--- src/rtl/ultraram_burst_reader_if.sv ---
// Bundle of the burst reader's control, RAM read-port and output-stream signals.
// Stream handshake: a word moves when out_valid & out_ready are both high on a rising
// edge; once raised, out_valid stays high with out_data/out_last stable until that
// transfer, except when abort or reset flushes the buffer.
interface ultraram_burst_reader_if #(
  parameter int ADDRS_WIDTH = 12,
  parameter int DWIDTH      = 64,
  parameter int LEN_WIDTH   = 13
);
  logic                   start;
  logic [ADDRS_WIDTH-1:0] base_addrs;
  logic [LEN_WIDTH-1:0]   burst_len;
  logic                   abort;
  logic                   port_busy;
  logic                   rden;
  logic [ADDRS_WIDTH-1:0] rdaddrs;
  logic [DWIDTH-1:0]      rddata;
  logic                   out_valid;
  logic [DWIDTH-1:0]      out_data;
  logic                   out_last;
  logic                   out_ready;
  logic                   busy;
  logic                   done;
  logic [1:0]             state_dbg;

  modport slave (
    input  start, base_addrs, burst_len, abort, port_busy, rddata, out_ready,
    output rden, rdaddrs, out_valid, out_data, out_last, busy, done, state_dbg
  );

  modport master (
    output start, base_addrs, burst_len, abort, port_busy, rddata, out_ready,
    input  rden, rdaddrs, out_valid, out_data, out_last, busy, done, state_dbg
  );
endinterface

--- src/rtl/ultraram_burst_reader.sv ---
// Streams a burst of consecutive ultraRAM words out over valid/ready, absorbing the
// RAM's one-cycle read latency in a 4-entry FIFO sized by the read-credit rule.
module ultraram_burst_reader #(
  parameter int ADDRS_WIDTH = 12,
  parameter int DWIDTH      = 64,
  parameter int LEN_WIDTH   = 13
) (
  input  logic                   CLK,
  input  logic                   RESETn,
  ultraram_burst_reader_if.slave bus
);
  typedef enum logic [1:0] {
    IDLE  = 2'd0,
    RUN   = 2'd1,
    DRAIN = 2'd2
  } state_t;

  localparam int DEPTH = 4;

  state_t                 state_q, state_d;
  logic [ADDRS_WIDTH-1:0] addr_q, addr_d;
  logic [ADDRS_WIDTH-1:0] rdaddrs_q, rdaddrs_d;
  logic [LEN_WIDTH-1:0]   remaining_q, remaining_d;
  logic [LEN_WIDTH-1:0]   len_q, len_d;
  logic [LEN_WIDTH-1:0]   sent_q, sent_d;
  logic                   rd_pending_q, rd_pending_d;
  logic                   done_q, done_d;
  logic [DWIDTH-1:0]      data_mem_q [DEPTH];
  logic [DWIDTH-1:0]      data_mem_d [DEPTH];
  logic [DEPTH-1:0]       last_mem_q, last_mem_d;
  logic [1:0]             wr_ptr_q, wr_ptr_d;
  logic [1:0]             rd_ptr_q, rd_ptr_d;
  logic [2:0]             count_q, count_d;

  logic rden;
  logic credit;
  logic push;
  logic pop;
  logic out_valid;
  logic head_last;
  logic last_push;

  always_comb begin
    state_d      = state_q;
    addr_d       = addr_q;
    remaining_d  = remaining_q;
    len_d        = len_q;
    sent_d       = sent_q;
    done_d       = 1'b0;
    data_mem_d   = data_mem_q;
    last_mem_d   = last_mem_q;
    wr_ptr_d     = wr_ptr_q;
    rd_ptr_d     = rd_ptr_q;
    count_d      = count_q;

    out_valid = (count_q != 3'd0);
    head_last = last_mem_q[rd_ptr_q];
    pop       = out_valid & bus.out_ready;
    push      = rd_pending_q;
    // Words already buffered plus the one in flight must leave room for another read.
    credit    = ({1'b0, count_q} + {3'b000, rd_pending_q}) < 4'd4;
    rden      = (state_q == RUN) && (remaining_q != '0) && !bus.port_busy && credit;
    rdaddrs_d = rden ? addr_q : rdaddrs_q;
    rd_pending_d = rden;
    last_push = (sent_q == len_q - LEN_WIDTH'(1));

    case (state_q)
      IDLE: begin
        if (bus.start) begin
          if (bus.burst_len != '0) begin
            addr_d      = bus.base_addrs;
            remaining_d = bus.burst_len;
            len_d       = bus.burst_len;
            sent_d      = '0;
            state_d     = RUN;
          end else begin
            done_d = 1'b1;
          end
        end
      end
      RUN: begin
        if (rden) begin
          addr_d      = addr_q + ADDRS_WIDTH'(1);
          remaining_d = remaining_q - LEN_WIDTH'(1);
          if (remaining_q == LEN_WIDTH'(1)) state_d = DRAIN;
        end
      end
      DRAIN: begin
        if (pop && head_last) begin
          state_d = IDLE;
          done_d  = 1'b1;
        end
      end
      default: state_d = IDLE;
    endcase

    if (push) begin
      data_mem_d[wr_ptr_q] = bus.rddata;
      last_mem_d[wr_ptr_q] = last_push;
      wr_ptr_d             = wr_ptr_q + 2'd1;
      sent_d               = sent_q + LEN_WIDTH'(1);
    end
    if (pop) rd_ptr_d = rd_ptr_q + 2'd1;

    case ({push, pop})
      2'b10:   count_d = count_q + 3'd1;
      2'b01:   count_d = count_q - 3'd1;
      default: count_d = count_q;
    endcase

    // Abort drops buffered data and the word still coming back from the RAM.
    if (bus.abort && (state_q != IDLE)) begin
      state_d      = IDLE;
      count_d      = 3'd0;
      wr_ptr_d     = 2'd0;
      rd_ptr_d     = 2'd0;
      rd_pending_d = 1'b0;
      done_d       = 1'b0;
    end
  end

  always_ff @(posedge CLK) begin
    if (!RESETn) begin
      state_q      <= IDLE;
      addr_q       <= '0;
      rdaddrs_q    <= '0;
      remaining_q  <= '0;
      len_q        <= '0;
      sent_q       <= '0;
      rd_pending_q <= 1'b0;
      done_q       <= 1'b0;
      last_mem_q   <= '0;
      wr_ptr_q     <= 2'd0;
      rd_ptr_q     <= 2'd0;
      count_q      <= 3'd0;
    end else begin
      state_q      <= state_d;
      addr_q       <= addr_d;
      rdaddrs_q    <= rdaddrs_d;
      remaining_q  <= remaining_d;
      len_q        <= len_d;
      sent_q       <= sent_d;
      rd_pending_q <= rd_pending_d;
      done_q       <= done_d;
      data_mem_q   <= data_mem_d;
      last_mem_q   <= last_mem_d;
      wr_ptr_q     <= wr_ptr_d;
      rd_ptr_q     <= rd_ptr_d;
      count_q      <= count_d;
    end
  end

  assign bus.rden      = rden;
  assign bus.rdaddrs   = rdaddrs_d;
  assign bus.out_valid = out_valid;
  assign bus.out_data  = out_valid ? data_mem_q[rd_ptr_q] : '0;
  assign bus.out_last  = out_valid & head_last;
  assign bus.busy      = (state_q != IDLE);
  assign bus.done      = done_q;
  assign bus.state_dbg = state_q;
endmodule

--- src/flat_wrapper.sv ---
// flat-port wrapper written by rule: the top's interface ports become plain ports
module ultraram_burst_reader_flat 
#(
  parameter int ADDRS_WIDTH = 12,
  parameter int DWIDTH      = 64,
  parameter int LEN_WIDTH   = 13
)
  (CLK, RESETn, bus_start, bus_base_addrs, bus_burst_len, bus_abort, bus_port_busy, bus_rddata, bus_out_ready, bus_rden, bus_rdaddrs, bus_out_valid, bus_out_data, bus_out_last, bus_busy, bus_done, bus_state_dbg);
  ultraram_burst_reader_if #(.ADDRS_WIDTH(ADDRS_WIDTH), .DWIDTH(DWIDTH), .LEN_WIDTH(LEN_WIDTH)) bus_i ();
  input  logic CLK;
  input  logic RESETn;
  input wire logic [$bits(bus_i.start)-1:0] bus_start;
  input wire logic [$bits(bus_i.base_addrs)-1:0] bus_base_addrs;
  input wire logic [$bits(bus_i.burst_len)-1:0] bus_burst_len;
  input wire logic [$bits(bus_i.abort)-1:0] bus_abort;
  input wire logic [$bits(bus_i.port_busy)-1:0] bus_port_busy;
  input wire logic [$bits(bus_i.rddata)-1:0] bus_rddata;
  input wire logic [$bits(bus_i.out_ready)-1:0] bus_out_ready;
  output wire logic [$bits(bus_i.rden)-1:0] bus_rden;
  output wire logic [$bits(bus_i.rdaddrs)-1:0] bus_rdaddrs;
  output wire logic [$bits(bus_i.out_valid)-1:0] bus_out_valid;
  output wire logic [$bits(bus_i.out_data)-1:0] bus_out_data;
  output wire logic [$bits(bus_i.out_last)-1:0] bus_out_last;
  output wire logic [$bits(bus_i.busy)-1:0] bus_busy;
  output wire logic [$bits(bus_i.done)-1:0] bus_done;
  output wire logic [$bits(bus_i.state_dbg)-1:0] bus_state_dbg;
  assign bus_i.start = bus_start;
  assign bus_i.base_addrs = bus_base_addrs;
  assign bus_i.burst_len = bus_burst_len;
  assign bus_i.abort = bus_abort;
  assign bus_i.port_busy = bus_port_busy;
  assign bus_i.rddata = bus_rddata;
  assign bus_i.out_ready = bus_out_ready;
  assign bus_rden = bus_i.rden;
  assign bus_rdaddrs = bus_i.rdaddrs;
  assign bus_out_valid = bus_i.out_valid;
  assign bus_out_data = bus_i.out_data;
  assign bus_out_last = bus_i.out_last;
  assign bus_busy = bus_i.busy;
  assign bus_done = bus_i.done;
  assign bus_state_dbg = bus_i.state_dbg;
  ultraram_burst_reader #(.ADDRS_WIDTH(ADDRS_WIDTH), .DWIDTH(DWIDTH), .LEN_WIDTH(LEN_WIDTH)) u_core (.CLK(CLK), .RESETn(RESETn), .bus(bus_i));
endmodule
--- config.mk ---
export PLATFORM = sky130hd
export DESIGN_NAME = ultraram_burst_reader_flat
export DESIGN_NICKNAME = d
export VERILOG_FILES = /design/src/rtl/ultraram_burst_reader_if.sv /design/src/rtl/ultraram_burst_reader.sv /design/src/flat_wrapper.sv
export SDC_FILE = /design/constraint.sdc
export NUM_CORES = 1
export LEC_CHECK = 0
export ABC_CLOCK_PERIOD_IN_PS = 3140
export BUFFER_PORTS_ARGS = -buffer_cell sky130_fd_sc_hd__buf_2
export CORE_MARGIN = 1.5
export CORE_UTILIZATION = 36
export DETAILED_ROUTE_END_ITERATION = 12
export PLACE_DENSITY = 0.57
export SYNTH_ARGS = -nofsm -noshare
export SYNTH_HDL_FRONTEND = slang
export SYNTH_SLANG_ARGS = --single-unit
--- constraint.sdc ---
create_clock -name CLK -period 3.14 [get_ports CLK]
set_input_delay 0.628 -clock CLK [delete_from_list [all_inputs] [get_ports CLK]]
set_output_delay 0.628 -clock CLK [all_outputs]
set_load 0.005 [all_outputs]
==> metrics.cfg <==
[timing]
worst_slack_ns = 0.132
finalSetupViolCount = 0
slew_viol_final = 0
max_clock_freq_ghz = 0.332
finalSetupTns_ns = 0
finalCritPeriodShare = 0.958
fin_skew_ns = 0.0131
rsz0062_at_grt = false
whs_ns = 0.293
tightest_slew_ns = 0.904
hold_viol = 0
max-slew-margin-rel = 0.396
layout_min_cycle_time_ns = 3.01

[setup_path]
path_cells = inv_1 > ha_2 > nor3b_4 > and4_4 > nor2_4 > buf_12 > mux2_1 > buf_2
required_ns = 2.51
critPathLaunchType = flop
crit_arrival_ns = 2.38
worstSetupEndpointType = primary output
rr_worst_depth = 9
cpPeakStageDelay_ns = 0.39
cp_num_buf_inv = 3
slowest_stage = dfxtp_1
cp_top_family = simple AND/OR/NAND/NOR gates
critPathLaunch = u_core.remaining_q[1]
cp_max_fo = 15
crit_cells = 8
path_class = reg2out
worstReg2RegStart = u_core.count_q[2]

[route]
first_pass_iters = 5
wl_um = 32500
routed_via_density = 5.08
post-route-drc-count = 0
wire_per_inst_um = 19.2
drtIter0Drc = 402
ant_nets = 0
num_vias = 8617

[logic_synthesis]
yosysSeqAreaShare = 0.658
synthesis.nets = 1060
synth_ff_type = edfxtp_1
synth_top_area_cell = edfxtp_1
synth_area_um2 = 14100
ys_warn_count = 0
synth_cells = 954
synth.area.top_cells = edfxtp_1, dfxtp_1, mux4_2
async_reset_ff_frac = 0
ys_ff_latch = 334
netlist-cell-type-count = 71
synth_edf_count = 256
syn_area_per_cell_um2 = 14.7
yosysTopAreaCellShare = 0.547

[clock_network]
cts_root_buf = clkbuf_16
cts.sinks = 334
htreeDepth = 2
cts-buffers-inserted = 38
cts_tree = yes
hold_buffers = 0
worstSkewPairLatency_ns = 0.55
cts_buffer_depth = 3
cts.clk_slew.worst_paths_ns = 0.06

[place]
io_buffers = 177
place.gp.congestion = 0.814
pre_cts_slack_ns = 0.160
dp_hpwl_um = 21300

[floorplanning]
fp.dieW_um = 201
initial_utilization = 0.364
die-area_um2 = 40200
rows = 72
die_y_um = 201
io_pins = 178
core_um2 = 38600

[outcome]
status = finished, final reports clean

[finish]
fin_util = 0.440
layout_commonest_cell = edfxtp_1
synthToLayoutAreaGrowth_pct = 20.7
seqCellArea_um2 = 9260
drive_gt1_frac = 0.300
final_cell_mix = edfxtp_1, buf_2, and2_1, dfxtp_1, mux4_2
fill_cells = 3546
antenna_cells = 0
multiInputGateArea_um2 = 4540
nets = 1258

[grt]
grt_usage = 0.163
grt_pass1_vias = 8872
grt_max_degree = 51
gr-total-overflow = 0
antenna_found_initial = 7
grt_pass1_wl_um = 50900

[pwr]
p_leak_nw = 6.02
p_per_area_nw_per_um2 = 582
vdd_drop_max_mv = 0.506

[job]
cap_violations = 0

[worst_hold_path]
hold_path_class = in2reg
min_from = bus_rddata[40]
hold_depth = 1

-- cells by family after synthesis --
kind of cell	count (synthesis)	share of synthesized area
AND/OR/NAND/NOR	290	0.110
XOR/XNOR	18	0.0118
AO/OA/AOI/OAI	140	0.0664
flip-flops	334	0.658
adder cells (fa/ha/maj)	11	0.0103
multiplexers	89	0.122
buffers and inverters	72	0.0213
-- stage by stage --
step | cells | total power, W | area [µm²]
after floorplan | 954 | 0.00549 | 14100
after global placement | 1628 | 0.00584 | 15800
after detailed placement | 1628 | 0.00585 | 15800
after CTS | 1694 | 0.0100 | 16900
after global routing | 1695 | 0.0103 | 17000
final | 1695 | 0.00988 | 17000
-- per-layer routing --
layer	global-route usage	part of all wire	vias up
met5	0	0.0018	-
met4	0.0572	0.027	10
met3	0.0479	0.068	65
met2	0.260	0.47	199
met1	0.211	0.43	4288
li1	-	-	4055
-- sequential cells by signal, indices dropped and copies added (netlist names) --
register / count
u_core.addr_q: 12
u_core.bus.done: 1
u_core.bus.state_dbg: 2
u_core.count_q: 3
u_core.data_mem_q: 256
u_core.last_mem_q: 4
u_core.len_q: 13
u_core.push: 1
u_core.rd_ptr_q: 2
u_core.rdaddrs_q: 12
u_core.remaining_q: 13
u_core.sent_q: 13
u_core.wr_ptr_q: 2
-- synthesized netlist by cell type (6+ instances only) --
cell type,number
inv_1,19
nor3b_1,6
o21ai_0,12
mux2_1,12
nand3_1,25
nor3_1,17
and3_1,6
mux4_2,65
a21oi_1,51
buf_2,11
or3_1,10
xnor2_1,10
nand2_1,61
xor2_1,7
o21ai_1,20
edfxtp_1,256
buf_1,8
mux2i_1,12
ha_1,10
dfxtp_1,78
and2_1,82
nor4_1,11
a31oi_1,10
nor2_1,45
clkbuf_1,30
-- timing repair --
action                                  4_1_cts  5_1_grt
endpoints found under the setup margin       13       12
pin swaps                                     1        1
endpoints found under the hold margin         0        0
buffers inserted                              1        1
gates resized for setup                       5        3
-- power by group --
part,total [W],internal [W],switching (W)
clock,0.00411,0.00236,0.00174
combinational,0.000868,0.000394,0.000474
sequential,0.00490,0.00482,0.0000833
total,0.00988,0.00758,0.00230
-- final timing paths --
| check | slack (ns) | endpoint |
|---|---|---|
| worst min register to register | 0.49 | u_core.len_q[12] |
| worst min-delay path | 0.29 | u_core.data_mem_q[168] |
| worst max-delay path | 0.13 | bus_rdaddrs[10] |
| worst max register to register | 0.71 | u_core.count_q[2] |
-- final cells by class --
type,count,share of cell area
Timing Repair Buffer,209,0.0767
Sequential cell,334,0.546
Tap cell,518,0.0382
Inverter,21,0.00465
Multi-Input combinational cell,548,0.267
Clock buffer,48,0.0595
Clock inverter,17,0.00738
-- worst register-to-register path: cells and delay by family (launching register included) --
kind                     cells  cell delay [ns]
AND/OR/NAND/NOR              4             1.19
adder cells (fa/ha/maj)      2             0.43
flip-flops                   1             0.34
XOR/XNOR                     2             0.28
buffers and inverters        1             0.07
Power figures use the tool's default switching activity.
